--- config.mk ---
export PLATFORM = sky130hd
export DESIGN_NAME = alu16
export DESIGN_NICKNAME = d
export VERILOG_FILES = /design/src/rtl/alu16_pkg.sv /design/src/rtl/alu16_adder.sv /design/src/rtl/alu16.sv
export SDC_FILE = /design/constraint.sdc
export NUM_CORES = 1
export LEC_CHECK = 0
export CAP_MARGIN = 20
export CORE_MARGIN = 1.5
export CORE_UTILIZATION = 30
export CTS_CLUSTER_DIAMETER = 100
export DETAILED_ROUTE_END_ITERATION = 7
export SETUP_SLACK_MARGIN = 0.05
export SYNTH_ARGS = -nofsm -noshare
export SYNTH_HDL_FRONTEND = slang
export SYNTH_SLANG_ARGS = --single-unit
export TNS_END_PERCENT = 20
--- constraint.sdc ---
create_clock -name clk -period 0.8 [get_ports clk]
set_clock_uncertainty 0.1 [all_clocks]
set_input_delay 0.16 -clock clk [delete_from_list [all_inputs] [get_ports clk]]
set_output_delay 0.16 -clock clk [all_outputs]
set_load 0.01 [all_outputs]
--- src/rtl/alu16_pkg.sv ---
// Shared constants and the opcode encoding for the 16-bit ALU.
package alu16_pkg;

    localparam int unsigned ALU16_W = 16;

    typedef enum logic [3:0] {
        OpAdd   = 4'h0,
        OpSub   = 4'h1,
        OpAnd   = 4'h2,
        OpOr    = 4'h3,
        OpXor   = 4'h4,
        OpNot   = 4'h5,
        OpShl   = 4'h6,
        OpShr   = 4'h7,
        OpAsr   = 4'h8,
        OpRol   = 4'h9,
        OpRor   = 4'hA,
        OpMul   = 4'hB,
        OpSlt   = 4'hC,
        OpSltu  = 4'hD,
        OpPass2 = 4'hE,
        OpPass1 = 4'hF
    } alu16_op_e;

endpackage

--- src/rtl/alu16_adder.sv ---
// Ripple-carry adder built from per-bit full-adder equations.
// Shared by ADD, SUB and the signed/unsigned comparisons.
module alu16_adder
    import alu16_pkg::*;
(
    input  logic [ALU16_W-1:0] a,
    input  logic [ALU16_W-1:0] b,
    input  logic               cin,
    output logic [ALU16_W-1:0] sum,
    output logic               cout
);

    logic [ALU16_W:0] carry;

    assign carry[0] = cin;

    for (genvar i = 0; i < ALU16_W; i++) begin : g_fa
        assign sum[i]       = a[i] ^ b[i] ^ carry[i];
        assign carry[i + 1] = (a[i] & b[i]) | (carry[i] & (a[i] ^ b[i]));
    end

    assign cout = carry[ALU16_W];

endmodule

--- src/rtl/alu16.sv ---
// 16-bit registered ALU, one-cycle latency, 16 opcodes.
// Define ALU16_MUL_EN to build the multiplier for opcode 0xB; without it
// that opcode returns zero and no multiplier is synthesised.
module alu16
    import alu16_pkg::*;
(
    input  logic               clk,
    input  logic               rst_n,
    input  logic [ALU16_W-1:0] op1,
    input  logic [ALU16_W-1:0] op2,
    input  logic [3:0]         select,
    output logic [ALU16_W-1:0] result
);

    logic [ALU16_W-1:0] add_b;
    logic               add_cin;
    logic [ALU16_W-1:0] add_sum;
    logic               add_cout;
    logic               ovf;
    logic               slt_lt;
    logic               sltu_lt;
    logic [3:0]         sh;
    logic [4:0]         sh_inv;
    logic [ALU16_W-1:0] result_d;
    logic [ALU16_W-1:0] result_q;

    // Only ADD adds; every other adder user wants op1 - op2 = op1 + ~op2 + 1.
    always_comb begin
        add_b   = ~op2;
        add_cin = 1'b1;
        if (select == OpAdd) begin
            add_b   = op2;
            add_cin = 1'b0;
        end
    end

    alu16_adder u_adder (
        .a    (op1),
        .b    (add_b),
        .cin  (add_cin),
        .sum  (add_sum),
        .cout (add_cout)
    );

    // Signed less-than is sign xor overflow; unsigned less-than is a borrow (no carry).
    assign ovf     = (op1[ALU16_W-1] ^ op2[ALU16_W-1]) & (add_sum[ALU16_W-1] ^ op1[ALU16_W-1]);
    assign slt_lt  = add_sum[ALU16_W-1] ^ ovf;
    assign sltu_lt = ~add_cout;

    assign sh     = op2[3:0];
    // Shift by 16 yields zero, so rotate by 0 degenerates cleanly to op1.
    assign sh_inv = 5'd16 - {1'b0, sh};

    // Operation decode.
    always_comb begin
        result_d = '0;
        unique case (alu16_op_e'(select))
            OpAdd:   result_d = add_sum;
            OpSub:   result_d = add_sum;
            OpAnd:   result_d = op1 & op2;
            OpOr:    result_d = op1 | op2;
            OpXor:   result_d = op1 ^ op2;
            OpNot:   result_d = ~op1;
            OpShl:   result_d = op1 << sh;
            OpShr:   result_d = op1 >> sh;
            OpAsr:   result_d = $signed(op1) >>> sh;
            OpRol:   result_d = (op1 << sh) | (op1 >> sh_inv);
            OpRor:   result_d = (op1 >> sh) | (op1 << sh_inv);
`ifdef ALU16_MUL_EN
            OpMul:   result_d = op1 * op2;
`else
            OpMul:   result_d = '0;
`endif
            OpSlt:   result_d = {{(ALU16_W - 1){1'b0}}, slt_lt};
            OpSltu:  result_d = {{(ALU16_W - 1){1'b0}}, sltu_lt};
            OpPass2: result_d = op2;
            OpPass1: result_d = op1;
        endcase
    end

    // Result register; reset clears it immediately.
    always_ff @(posedge clk or negedge rst_n) begin
        if (!rst_n) begin
            result_q <= '0;
        end else begin
            result_q <= result_d;
        end
    end

    assign result = result_q;

endmodule

==> impl_metrics.yaml <==
run_status:
  status: "finished, violations left"
  violations: "negative setup slack"
power:
  clkPwrFrac_pct: 13.2
  powerDensity_nw_per_um2: 948
  p_sw_mw: 3.49
  ir_drop_uv: 676
  p_sw_share_pct: 43.8
  power.internal_mw: 4.48
  seqPwrFrac_pct: 12.1
  power_frac_comb_pct: 74.7
  p_leak_nw: 3.70
yosys:
  yosys.area_share.simple_pct: 19.5
  yosysWarnings: 0
  synth.net_count: 842
  muxShareOfSynthArea_pct: 21.7
  ys_seq_elements: 16
  synth_xor_area_share_pct: 2.57
  synth_ff_type: "dfrtp_1"
  synth-compound-area-share_pct: 27.2
  synth_edf_count: 0
  yosysSeqAreaShare_pct: 6.91
  syn_area_per_cell_sq_um: 7.68
  synth_top_family_by_area: "compound AO/OA/AOI/OAI gates"
  synth_fa_ha_area_share_pct: 12.5
  synth_area_sq_um: 5800
  syn_inst: 755
  async_flop_share_pct: 100
  synth_cell_types: 77
cells_and_area:
  drive_gt1_share_pct: 38.4
  stdcell_area_sq_um: 8420
  largest_reg_flops: 16
  syn2layout_area_growth_pct: 45.2
  final_cell_mix: "buf_4 (243), nor2_1 (70), nand2_1 (53)"
  nets: 1070
  utilization_pct: 44.7
  final_common_cell: "buf_4"
global_routing:
  grt_max_degree: 71
  grt_overflow: 0
  grt_pass1_wl_um: 44100
  antenna_found_initial: 2
  grt_pass1_vias: 7068
  grt_usage_pct: 29.1
floorplan:
  rows: 50
  die_area_sq_um: 20200
  io_pins: 54
  initial_core_util_pct: 30.8
  die_y_um: 142
  die_w_um: 142
  core_area_sq_um: 18800
detailed_routing:
  drtIter0Drc: 1000
  routed_wl_um: 29300
  drtAntennaViolNets: 0
  avgRoutedWirePerCell_um: 23.6
  via_per_inst: 5.95
  vias: 7396
  drc: 0
  drtPass1Iterations: 5
cts:
  htree_num_levels: 1
  clock_path_buffers: 2
  root_buffer: "clkbuf_16"
  hold_buffers: 0
  cts_tree: "done"
  cts_buffers: 3
  path_clk_slew_ns: 0.05
  cts_sinks: 16
worst_setup_path:
  cp-start-kind: "primary input"
  critPathCaptureType: "register"
  cp_data_arrival_time_ns: 7.21
  worst-setup-path-type: "in2reg"
  required_ns: 0.82
  cp_max_fo: 4
sta:
  finalSetupTns_ns: -63.01
  hold_ws_ns: 0.159
  final.period_utilization_pct: 899
  fin_ws_ns: -6.39
  fmax_mhz: 139
  rsz0062_at_grt: "yes"
  fin_crit_ns: 7.19
  drv_slew: 0
  finalHoldViolations: 0
  slew_headroom_pct: 53.3
  finalSetupViolCount: 32
  tightestPinTransition_ns: 0.700
placed_design:
  routabilityCongestion: 1.06
  portBuffers: 53
  place_hpwl_um: 23200
  place_area_sq_um: 8250
hold_path:
  hold_path.class: "in2async"
job:
  maxCapViolations: 0
[synthesized netlist by cell type (9+ instances only)]
library cell	number	area, sq um
a31oi_1	13	81.3
o22ai_1	17	106
xnor2_1	16	140
mux4_2	27	608
nand2b_1	12	75.1
ha_1	34	425
nor3_1	30	150
nor2_1	71	267
mux2i_1	46	460
o211ai_1	9	67.6
clkbuf_1	36	135
buf_2	31	155
a21oi_1	43	215
a211oi_1	12	90.1
inv_1	38	143
dfrtp_1	16	400
fa_1	15	300
o21ai_0	44	220
a32oi_1	9	78.8
nand2_1	55	206
nand3_1	14	70.1
mux2_2	17	191
[metrics by stage]
step | cells | power, mW | worst slack, ns
global placement | 1234 | 6.72 | -6.89
CTS | 1241 | 7.80 | -6.73
detailed placement | 1234 | 6.75 | -7.10
global route | 1242 | 8.38 | -6.57
floorplan | 755 | 3.85 | -6.45
finish | 1244 | 7.98 | -6.39
[per-layer routing]
layer	up-vias	GRT usage [%]	part of all wire, %
met5	-	0	0
met4	0	11.7	4.9
met3	87	5.62	9.6
met2	483	45.1	43
met1	3531	39.6	42
li1	3295	-	-
[power by group through the flow]
stage | clock network (mW) | registers, mW | logic, mW
after global placement | 0 | 0.987 | 5.74
after floorplan | 0 | 1.05 | 2.80
after global routing | 1.11 | 0.979 | 6.29
after detailed placement | 0 | 0.985 | 5.77
after CTS | 1.06 | 0.967 | 5.77
final | 1.05 | 0.967 | 5.95
[cell type report]
class                   count  area (sq um)
fillers                  1942         10400
multi-input cells         616          5010
repair buffers            306          2430
flip-flops and latches     16           400
well taps                 260           325
inverters                  40           151
clock buffers               4          88.8
diodes                      2          5.00
[what timing repair did]
item | in CTS | in global routing
pin swaps | 30 | 24
buffers inserted | 3 | 1
setup endpoints to repair | 32 | 32
resized for setup | 100 | 13
[logic make-up (layout without fill, tap and decap cells)]
group           after synthesis  in the layout
buf+inv                     123            350
fa+ha+maj                    49             49
simple gates                231            231
mux                          90             90
other cells                   0              2
xor+xnor                     17             17
compound gates              229            229
flops                        16             16
[final timing paths]
check / endpoint / startpoint / slack [ns]
max in group asynchronous: result[13]$_DFF_PN0_ / rst_n / 0.33
min in group clk: result[13]$_DFF_PN0_ / select[1] / 0.55
min: result[2]$_DFF_PN0_ / rst_n / 0.16
max: result[0]$_DFF_PN0_ / select[1] / -6.39
[critical path, cell delays in order]
cell and delay (ns):
buf_8 0.10, nor2_4 0.13, nand2_4 0.07, nor2_4 0.25, xnor2_2 0.11, fa_2 0.38, fa_2 0.38, fa_2 0.41
fa_2 0.39, fa_2 0.37, fa_2 0.37, fa_2 0.35, fa_2 0.41, fa_2 0.38, fa_2 0.40, fa_2 0.41
fa_2 0.39, inv_2 0.07, fa_2 0.20, fa_2 0.20, fa_1 0.43, mux2_4 0.30, o21ai_4 0.13, o21ai_2 0.07
a211oi_2 0.21, a31oi_1 0.12
(Power assumes the default switching activity.)
